==> config.mk <==
export PLATFORM = sky130hd
export DESIGN_NAME = pwm_deadtime
export DESIGN_NICKNAME = d
export VERILOG_FILES = /design/src/rtl/pwm_deadtime.sv
export SDC_FILE = /design/constraint.sdc
export NUM_CORES = 1
export LEC_CHECK = 0
export BUFFER_PORTS_ARGS = -buffer_cell sky130_fd_sc_hd__buf_2
export CAP_MARGIN = 20
export CORE_AREA = 4 4 53 55
export DETAILED_ROUTE_END_ITERATION = 8
export DIE_AREA = 0 0 57 59
export GPL_ROUTABILITY_DRIVEN = 0
export PLACE_DENSITY = 0.74
export SYNTH_ARGS = -nofsm -noshare
export SYNTH_HDL_FRONTEND = slang
export SYNTH_SLANG_ARGS = --single-unit
==> constraint.sdc <==
create_clock -name clk -period 2.4 [get_ports clk]
set_clock_uncertainty 0.2 [all_clocks]
set_input_delay 0.36 -clock clk [delete_from_list [all_inputs] [get_ports clk]]
set_output_delay 0.36 -clock clk [all_outputs]
set_load 0.01 [all_outputs]
==> src/rtl/pwm_deadtime.sv <==
// Complementary high/low-side gate driver with programmable dead time and a sticky fault latch.
// Optional 2-flop input synchronizer on pwm_in when PWM_DEADTIME_SYNC_EN is defined.
module pwm_deadtime #(
    parameter int DT_WIDTH = 8
) (
    input  logic                clk,
    input  logic                rst,
    input  logic                enable,
    input  logic                pwm_in,
    input  logic [DT_WIDTH-1:0] dead_time,
    input  logic                fault,
    input  logic                fault_clr,
    output logic                hs_out,
    output logic                ls_out,
    output logic                in_dead,
    output logic                fault_latched
);

    typedef enum logic [2:0] {
        IDLE,
        HS_ON,
        DEAD_TO_LS,
        LS_ON,
        DEAD_TO_HS
    } state_t;

    localparam logic [DT_WIDTH-1:0] ONE = DT_WIDTH'(1);

    state_t              state_q, state_d;
    logic [DT_WIDTH-1:0] cnt_q, cnt_d;
    logic                from_idle_q, from_idle_d;
    logic                fault_latched_q, fault_latched_d;
    logic [DT_WIDTH-1:0] d_load;
    logic                pwm_s;

`ifdef PWM_DEADTIME_SYNC_EN
    logic sync1_q, sync2_q;

    always_ff @(posedge clk or posedge rst) begin
        if (rst) begin
            sync1_q <= 1'b0;
            sync2_q <= 1'b0;
        end else begin
            sync1_q <= pwm_in;
            sync2_q <= sync1_q;
        end
    end

    assign pwm_s = sync2_q;
`else
    assign pwm_s = pwm_in;
`endif

    // A programmed dead time of zero still guarantees one cycle of both gates off.
    assign d_load = (dead_time == '0) ? ONE : dead_time;

    always_comb begin
        state_d         = state_q;
        cnt_d           = cnt_q;
        from_idle_d     = from_idle_q;
        fault_latched_d = fault_latched_q;

        if (fault) begin
            fault_latched_d = 1'b1;
        end else if (fault_clr) begin
            fault_latched_d = 1'b0;
        end

        if (fault || !enable || fault_latched_q) begin
            state_d = IDLE;
        end else begin
            case (state_q)
                IDLE: begin
                    state_d     = pwm_s ? DEAD_TO_HS : DEAD_TO_LS;
                    cnt_d       = d_load;
                    from_idle_d = 1'b1;
                end
                HS_ON: begin
                    if (!pwm_s) begin
                        state_d     = DEAD_TO_LS;
                        cnt_d       = d_load;
                        from_idle_d = 1'b0;
                    end
                end
                LS_ON: begin
                    if (pwm_s) begin
                        state_d     = DEAD_TO_HS;
                        cnt_d       = d_load;
                        from_idle_d = 1'b0;
                    end
                end
                DEAD_TO_HS: begin
                    if (pwm_s) begin
                        if (cnt_q <= ONE) begin
                            state_d = HS_ON;
                        end else begin
                            cnt_d = cnt_q - ONE;
                        end
                    end else if (from_idle_q) begin
                        // No gate was on yet, so retarget instead of aborting.
                        state_d = DEAD_TO_LS;
                        cnt_d   = d_load;
                    end else begin
                        state_d = LS_ON;
                    end
                end
                DEAD_TO_LS: begin
                    if (!pwm_s) begin
                        if (cnt_q <= ONE) begin
                            state_d = LS_ON;
                        end else begin
                            cnt_d = cnt_q - ONE;
                        end
                    end else if (from_idle_q) begin
                        state_d = DEAD_TO_HS;
                        cnt_d   = d_load;
                    end else begin
                        state_d = HS_ON;
                    end
                end
                default: begin
                    state_d = IDLE;
                end
            endcase
        end
    end

    always_ff @(posedge clk or posedge rst) begin
        if (rst) begin
            state_q         <= IDLE;
            cnt_q           <= '0;
            from_idle_q     <= 1'b0;
            fault_latched_q <= 1'b0;
        end else begin
            state_q         <= state_d;
            cnt_q           <= cnt_d;
            from_idle_q     <= from_idle_d;
            fault_latched_q <= fault_latched_d;
        end
    end

    // Gate drives decode purely from the state register, so reset drops them at once.
    assign hs_out        = (state_q == HS_ON);
    assign ls_out        = (state_q == LS_ON);
    assign in_dead       = (state_q == DEAD_TO_LS) || (state_q == DEAD_TO_HS);
    assign fault_latched = fault_latched_q;

endmodule

==> results of run 1 <==
[cell usage after synthesis (2+ instances only)]
library cell  number
inv_1             13
nand3_1            3
nor2_1             9
dfrtp_1           13
o21ai_0            6
nand3b_1           2
nand2b_1           2
o22ai_1            5
and2b_1            3
nor3_1             6
nor4_1             2
nor3b_1            2
a32oi_1            2
o21a_1             3
ha_1               2
a21oi_1           11
o2bb2ai_1          2
a22oi_1            2
nand2_1            3
[layout make-up]
type	instances	area share, %
repair buffers	19	9.05
well taps	30	3.31
flip-flops and latches	13	28.7
inverters	13	4.30
clock buffers	4	2.32
multi-input cells	84	52.3
[metrics by stage]
step / utilization (%) / cell area, µm² / hold slack (ns) / cells / total power [W]
after floorplan: - / 988 / 0.0370 / 114 / 0.000415
after CTS: 47.5 / 1130 / 0.0834 / 163 / 0.000598
final: 47.5 / 1130 / 0.0881 / 163 / 0.000593
after detailed placement: 46.0 / 1100 / 0.215 / 158 / 0.000462
after global placement: 46.0 / 1100 / 0.205 / 158 / 0.000457
after global routing: 47.5 / 1130 / 0.0893 / 163 / 0.000637
[state kept, by name, indices dropped and copies added, names as in the netlist]
register	flops
cnt_q	8
state_q	3
from_idle_q	1
fault_latched	1
[power by group]
| group | internal, W | total (W) | leakage (nW) | switching [W] |
|---|---|---|---|---|
| Clock | 0.0000644 | 0.000132 | 0.0150 | 0.0000680 |
| Combinational | 0.0000780 | 0.000179 | 0.312 | 0.000101 |
| Sequential | 0.000250 | 0.000282 | 0.160 | 0.0000320 |
[kinds of logic after synthesis]
family,after synthesis,synth area share (%)
compound gates,38,27.3
simple gates,43,28.5
flops,13,32.9
buf+inv,17,7.09
xor+xnor,1,1.65
fa+ha+maj,2,2.53
[cell usage in the layout (no fill, tap or decap), types with 2 or more instances in the layout]
cell type / count
a21oi_1: 11
a22oi_1: 2
a32oi_1: 2
and2b_1: 3
buf_2: 17
clkbuf_4: 3
dfrtp_1: 13
ha_1: 2
inv_1: 13
nand2_1: 3
nand2b_1: 2
nand3_1: 3
nand3b_1: 2
nor2_1: 9
nor3_1: 6
nor3b_1: 2
nor4_1: 2
o21a_1: 3
o21ai_0: 6
o22ai_1: 5
o2bb2ai_1: 2
[worst max-delay path: stages, from the launching register on]
cell and delay [ns]:
dfrtp_1 0.58, and2b_1 0.29, o21a_1 0.22, buf_2 0.14
[routing by layer]
| layer | wire [µm] | track usage (%) | vias to the layer above | part of all wire, % |
|---|---|---|---|---|
| met2 | 998 | 22.5 | 33 | 45 |
| met5 | 0 | 0 | - | 0 |
| met3 | 141 | 2.83 | 9 | 6.3 |
| li1 | - | - | 455 | - |
| met4 | 53 | 6.95 | 0 | 2.4 |
| met1 | 1030 | 18.3 | 422 | 46 |
[worst max-delay path by stage]
stage / startpoint / endpoint / slack (ns) / depth (start not counted)
floorplan: cnt_q[5] / cnt_q[2] / 0.62 / 5
global placement: state_q[1] / cnt_q[0] / 0.49 / 5
detailed placement: state_q[1] / cnt_q[0] / 0.43 / 5
CTS: state_q[1] / in_dead / 0.33 / 3
global route: state_q[1] / in_dead / 0.24 / 3
finish: state_q[1] / in_dead / 0.34 / 3
==> metrics, run 1 <==
Pleak=0.487 nW; ys async rst share=100%; Num CTS Buffers=3; VDD IR-drop max=0.000413 V; initial antenna violation count=0; largest net degree at the start of global routing=16; Worst R2R End=cnt_q[2]; Sink Count=13; worst r2r src=cnt_q[0]; Layout Nets=150; starting density of the core=around two fifths; area of the multi-input gates=between 500 and 600 µm²; Clock Tree Buf Depth=2; worst hold stages=2; Max-cap violations=0; endpoint class of the critical path=output pin; DRT iter0 DRCs=25; Setup WS pre-CTS=roughly 0.43 ns; Post-Syn Area=988 µm²; post-CTS sizing=0; full die area=0.00336 mm²; vias post-DR=~900; Yosys reg bits=13; status=complete, no violations; Root Buffer=clkbuf_4; register area=325 µm²; H-tree levels=1; Remaining DRCs=0; yosys warns=0; grt total ovfl=0; share of cells above drive strength 1=between 20 and 25%; post-synth top area cell=dfrtp_1; final count of hold timing violations=0; vias in the first global route=between 800 and 900; CP Launch Type=flop; Hold Buf Count CTS=1; drt wl/cell=about 14 µm; Slew Viols, Final=0; reg-to-reg slack, setup=0.42 ns; crit path DAT=approximately 1.5 ns; synth unique cells=42; actual slew at the worst max-slew pin=roughly 0.52 ns; ys flop type=dfrtp_1; width of the die=about 57 µm; die height=roughly 60 µm; TritonCTS clock tree=done; hold wc startpoint=fault; Synth Instances=about 110; clk slew on worst S/H paths=0.08 ns; HP Class=input pin to flop; syn_area_per_cell=approximately 8.7 µm²; vias per cell=around 5.6; DP Wirelength=around 1700 µm; IO Port Bufs=17; relative slew slack=between 60% and 70%; PD cells=~520 mW/mm²; synth top area cells=dfrtp_1 33%, a21oi_1 5.6%, inv_1 4.9%; Post-CTS Setup Inserts=0; # IOs=18; Synth top area share=between 30 and 40%; first-pass GRT wire length=roughly 3800 µm; kind of critical path=flop to output pin; gr usage total=~14%; fill cell count=between 200 and 300; final worst path period share=roughly 86%; crit path time final=between 2 and 2.5 ns; Core ar.=0.00239 mm²; worst path required time=1.84 ns; Highest Clock Rate=around 0.48 GHz; WL final=between 2000 and 2500 µm; standard-cell row count=18; RSZ-0062 raised after global routing=false; Max FO, Critical Path=12; DRT antenna net count=0; syn nets=130; Post-synth EDFFs=0; reg2reg path depth=7; Seq/Total Area, Yosys=about 33%; final setup margin=between 0.3 and 0.4 ns; # diodes=0; post-route setup TNS=0 ns; Area Overhead vs Synth=14.7%; worst-skew pair later-pin latency=about 0.27 ns; First-pass DRT Iterations=4; Hold EP=fault_latched; # setup viols final=0
Power figures use the tool's default switching activity.
==> run 2: changes to the inputs <==
ABC_AREA = 1   (was unset)
CORE_AREA = 4 4 55 57   (was 4 4 53 55)
DIE_AREA = 0 0 59 61   (was 0 0 57 59)
PLACE_DENSITY = 0.8   (was 0.74)
==> metrics, run 2 <==
status=complete, no violations; Core ar.=between 0.002 and 0.0025 mm²; Synth Instances=200; TritonCTS clock tree=done; WP depth=5; DRT iter0 DRCs=36; Root Buffer=clkbuf_4; final setup margin=about 0.35 ns; Layout Nets=about 240; Slew Viols, Final=0; IO Port Bufs=17; drt wl/cell=approximately 11 µm; actual slew at the worst max-slew pin=0.544 ns; RSZ-0062 raised after global routing=false; post-route setup TNS=0 ns; Reg power frac=between 40% and 50%; share of cells above drive strength 1=between 20 and 25%; Highest Clock Rate=0.487 GHz; Clock Tree Buf Depth=2; PD cells=513 mW/mm²; gr usage total=a little under a fifth; CP peak stage delay=0.65 ns; Setup WS pre-CTS=between 0.5 and 0.6 ns; Net Sw Frac=between 40% and 50%; max reg flops=8; worst r2r src=cnt_q[0]; Crit. Startpoint=state_q[2]; most common cell after layout, fill and taps aside=nand2_1; Pleak=roughly 0.76 nW; full die area=about 0.0036 mm²; # setup viols final=0; DRT antenna net count=0; crit path DAT=1.49 ns; post-synth top area cell=dfrtp_1; grt total ovfl=0; Max-cap violations=0; clk slew on worst S/H paths=0.09 ns; yosys warns=0; largest net degree at the start of global routing=14; Placed Instances=about 250; slowest CP cell=dfrtp_1; Synth top area share=approximately a quarter; top cells by count, synth=60 x nand2_1, 23 x nor2_1, 22 x inv_1, 22 x nand3_1, 13 x dfrtp_1; most frequent cells in the layout=60 x nand2_1, 23 x nor2_1, 22 x nand3_1, 22 x inv_1, 17 x buf_2; NetSw=between 0.0002 and 0.0003 W; starting density of the core=49.5%; clock share of power=between 20% and 30%; HP Class=input pin to flop; worst-skew pair later-pin latency=between 0.2 and 0.3 ns; ys flop type=dfrtp_1; Yosys reg bits=13; biggest regs=cnt_q (8), state_q (3); Logic pwr share=between 30% and 40%; CP Cell Sequence=inv_2 -> o21ai_2 -> nand2_2 -> inv_2 -> buf_2; Sink Count=13; endpoint class of the critical path=output pin; synth top area cells=dfrtp_1 27%, nand2_1 18%, nand3_1 9.0%; final count of hold timing violations=0; Post-CTS Setup Inserts=0; count leader, synth=nand2_1; Post-synth EDFFs=0; crit path time final=around 2 ns; vias in the first global route=approximately 1200; initial antenna violation count=0; Post-Syn Area=roughly 0.0012 mm²; Finished Cell Area=~0.0014 mm²; CP Capture Point=in_dead; # diodes=0; vias per cell=between 5 and 6; Cell Int Power=0.000414 W; Area Overhead vs Synth=11.6%; Worst path top cell family by delay=flip-flops; relative slew slack=a little under two thirds; width of the die=around 60 µm; H-tree levels=1; CP Launch Type=flop; syn nets=around 220; Num CTS Buffers=3; ys async rst share=100%; standard-cell row count=18; # IOs=18; Post-DP Area=between 0.001 and 0.0015 mm²; VDD IR-drop max=roughly 0.00037 V; worst path required time=around 1.8 ns; Worst R2R End=cnt_q[6]; Remaining DRCs=0; vias post-DR=roughly 1300; most used cell, CP=inv_2; WL final=about 2800 µm; First-pass DRT Iterations=4; Largest Register=cnt_q; DP Wirelength=roughly 2200 µm; die height=approximately 61 µm; syn_area_per_cell=a little over 6 µm²; first-pass GRT wire length=5020 µm; reg-to-reg slack, setup=0.55 ns; Seq/Total Area, Yosys=a little over a quarter; reg2reg path depth=11; Max FO, Critical Path=9; final worst path period share=between 80 and 90%; CP bufs+invs=3; synth unique cells=22; kind of critical path=flop to output pin; Non-Filler Instances=between 200 and 300
==> run 2: cell count changes after synthesis, moves of 4 or more <==
cell	delta
nor3_1	-4
nor2_1	+14
nand2_2	+10
inv_1	+9
o21ai_0	+4
inv_2	+8
nand2_1	+57
nand4_1	+5
nand3_1	+19
a21oi_1	-7
==> run 2: area by class of cell <==
type | instances | area, µm²
fill | 250 | 1110
clock buffer | 4 | 26.3
timing repair buffer | 18 | 95.1
multi-input combinational | 155 | 773
tap | 30 | 37.5
sequential | 13 | 325
inverter | 30 | 113
==> run 2: metrics by stage <==
step           total power, W  hold WS [ns]  utilization, %
2_1_floorplan        0.000494        0.0370               -
4_1_cts              0.000701        0.0563            55.3
3_3_place_gp         0.000557         0.227            53.8
5_1_grt              0.000765        0.0943            55.3
3_5_place_dp         0.000555         0.235            53.8
6_report             0.000703        0.0541            55.3
==> run 2: worst min-delay path by stage <==
stage | from | to | slack [ns] | depth (start not counted)
3_5_place_dp | rst | cnt_q[7] | 0.24 | 2
2_1_floorplan | rst | cnt_q[0] | 0.04 | 1
4_1_cts | fault_clr | fault_latched | 0.06 | 2
3_3_place_gp | rst | state_q[0] | 0.23 | 2
5_1_grt | fault_clr | fault_latched | 0.09 | 2
6_report | fault_clr | fault_latched | 0.05 | 2
==> run 2: kinds of logic (layout without fill, tap and decap cells) <==
group,count (synthesis),in the layout,share of synthesized area (%)
AO/OA/AOI/OAI,20,20,9.38
XOR/XNOR,2,2,1.43
adder cells (fa/ha/maj),2,2,2.04
buffers and inverters,32,52,10.5
flip-flops,13,13,26.5
AND/OR/NAND/NOR,131,131,50.2
==> run 2: power by group through the flow <==
| stage | combinational [W] | clock, W | sequential (W) |
|---|---|---|---|
| global placement | 0.000255 | 0 | 0.000301 |
| floorplan | 0.000210 | 0 | 0.000284 |
| CTS | 0.000258 | 0.000147 | 0.000296 |
| finish | 0.000260 | 0.000147 | 0.000297 |
| global route | 0.000303 | 0.000159 | 0.000302 |
| detailed placement | 0.000255 | 0 | 0.000300 |
==> run 2: layer usage <==
layer	routed length (µm)	GRT usage, %	part of all wire (%)
met1	1350	26.6	48
met2	1240	27.1	43
met3	231	2.98	8.1
met4	23	5.50	0.81
met5	0	0	0
==> run 2: timing repair <==
item | in CTS | in global routing
gates resized for setup | 0 | 0
hold endpoints to repair | 13 | 0
hold buffers | 1 | 0
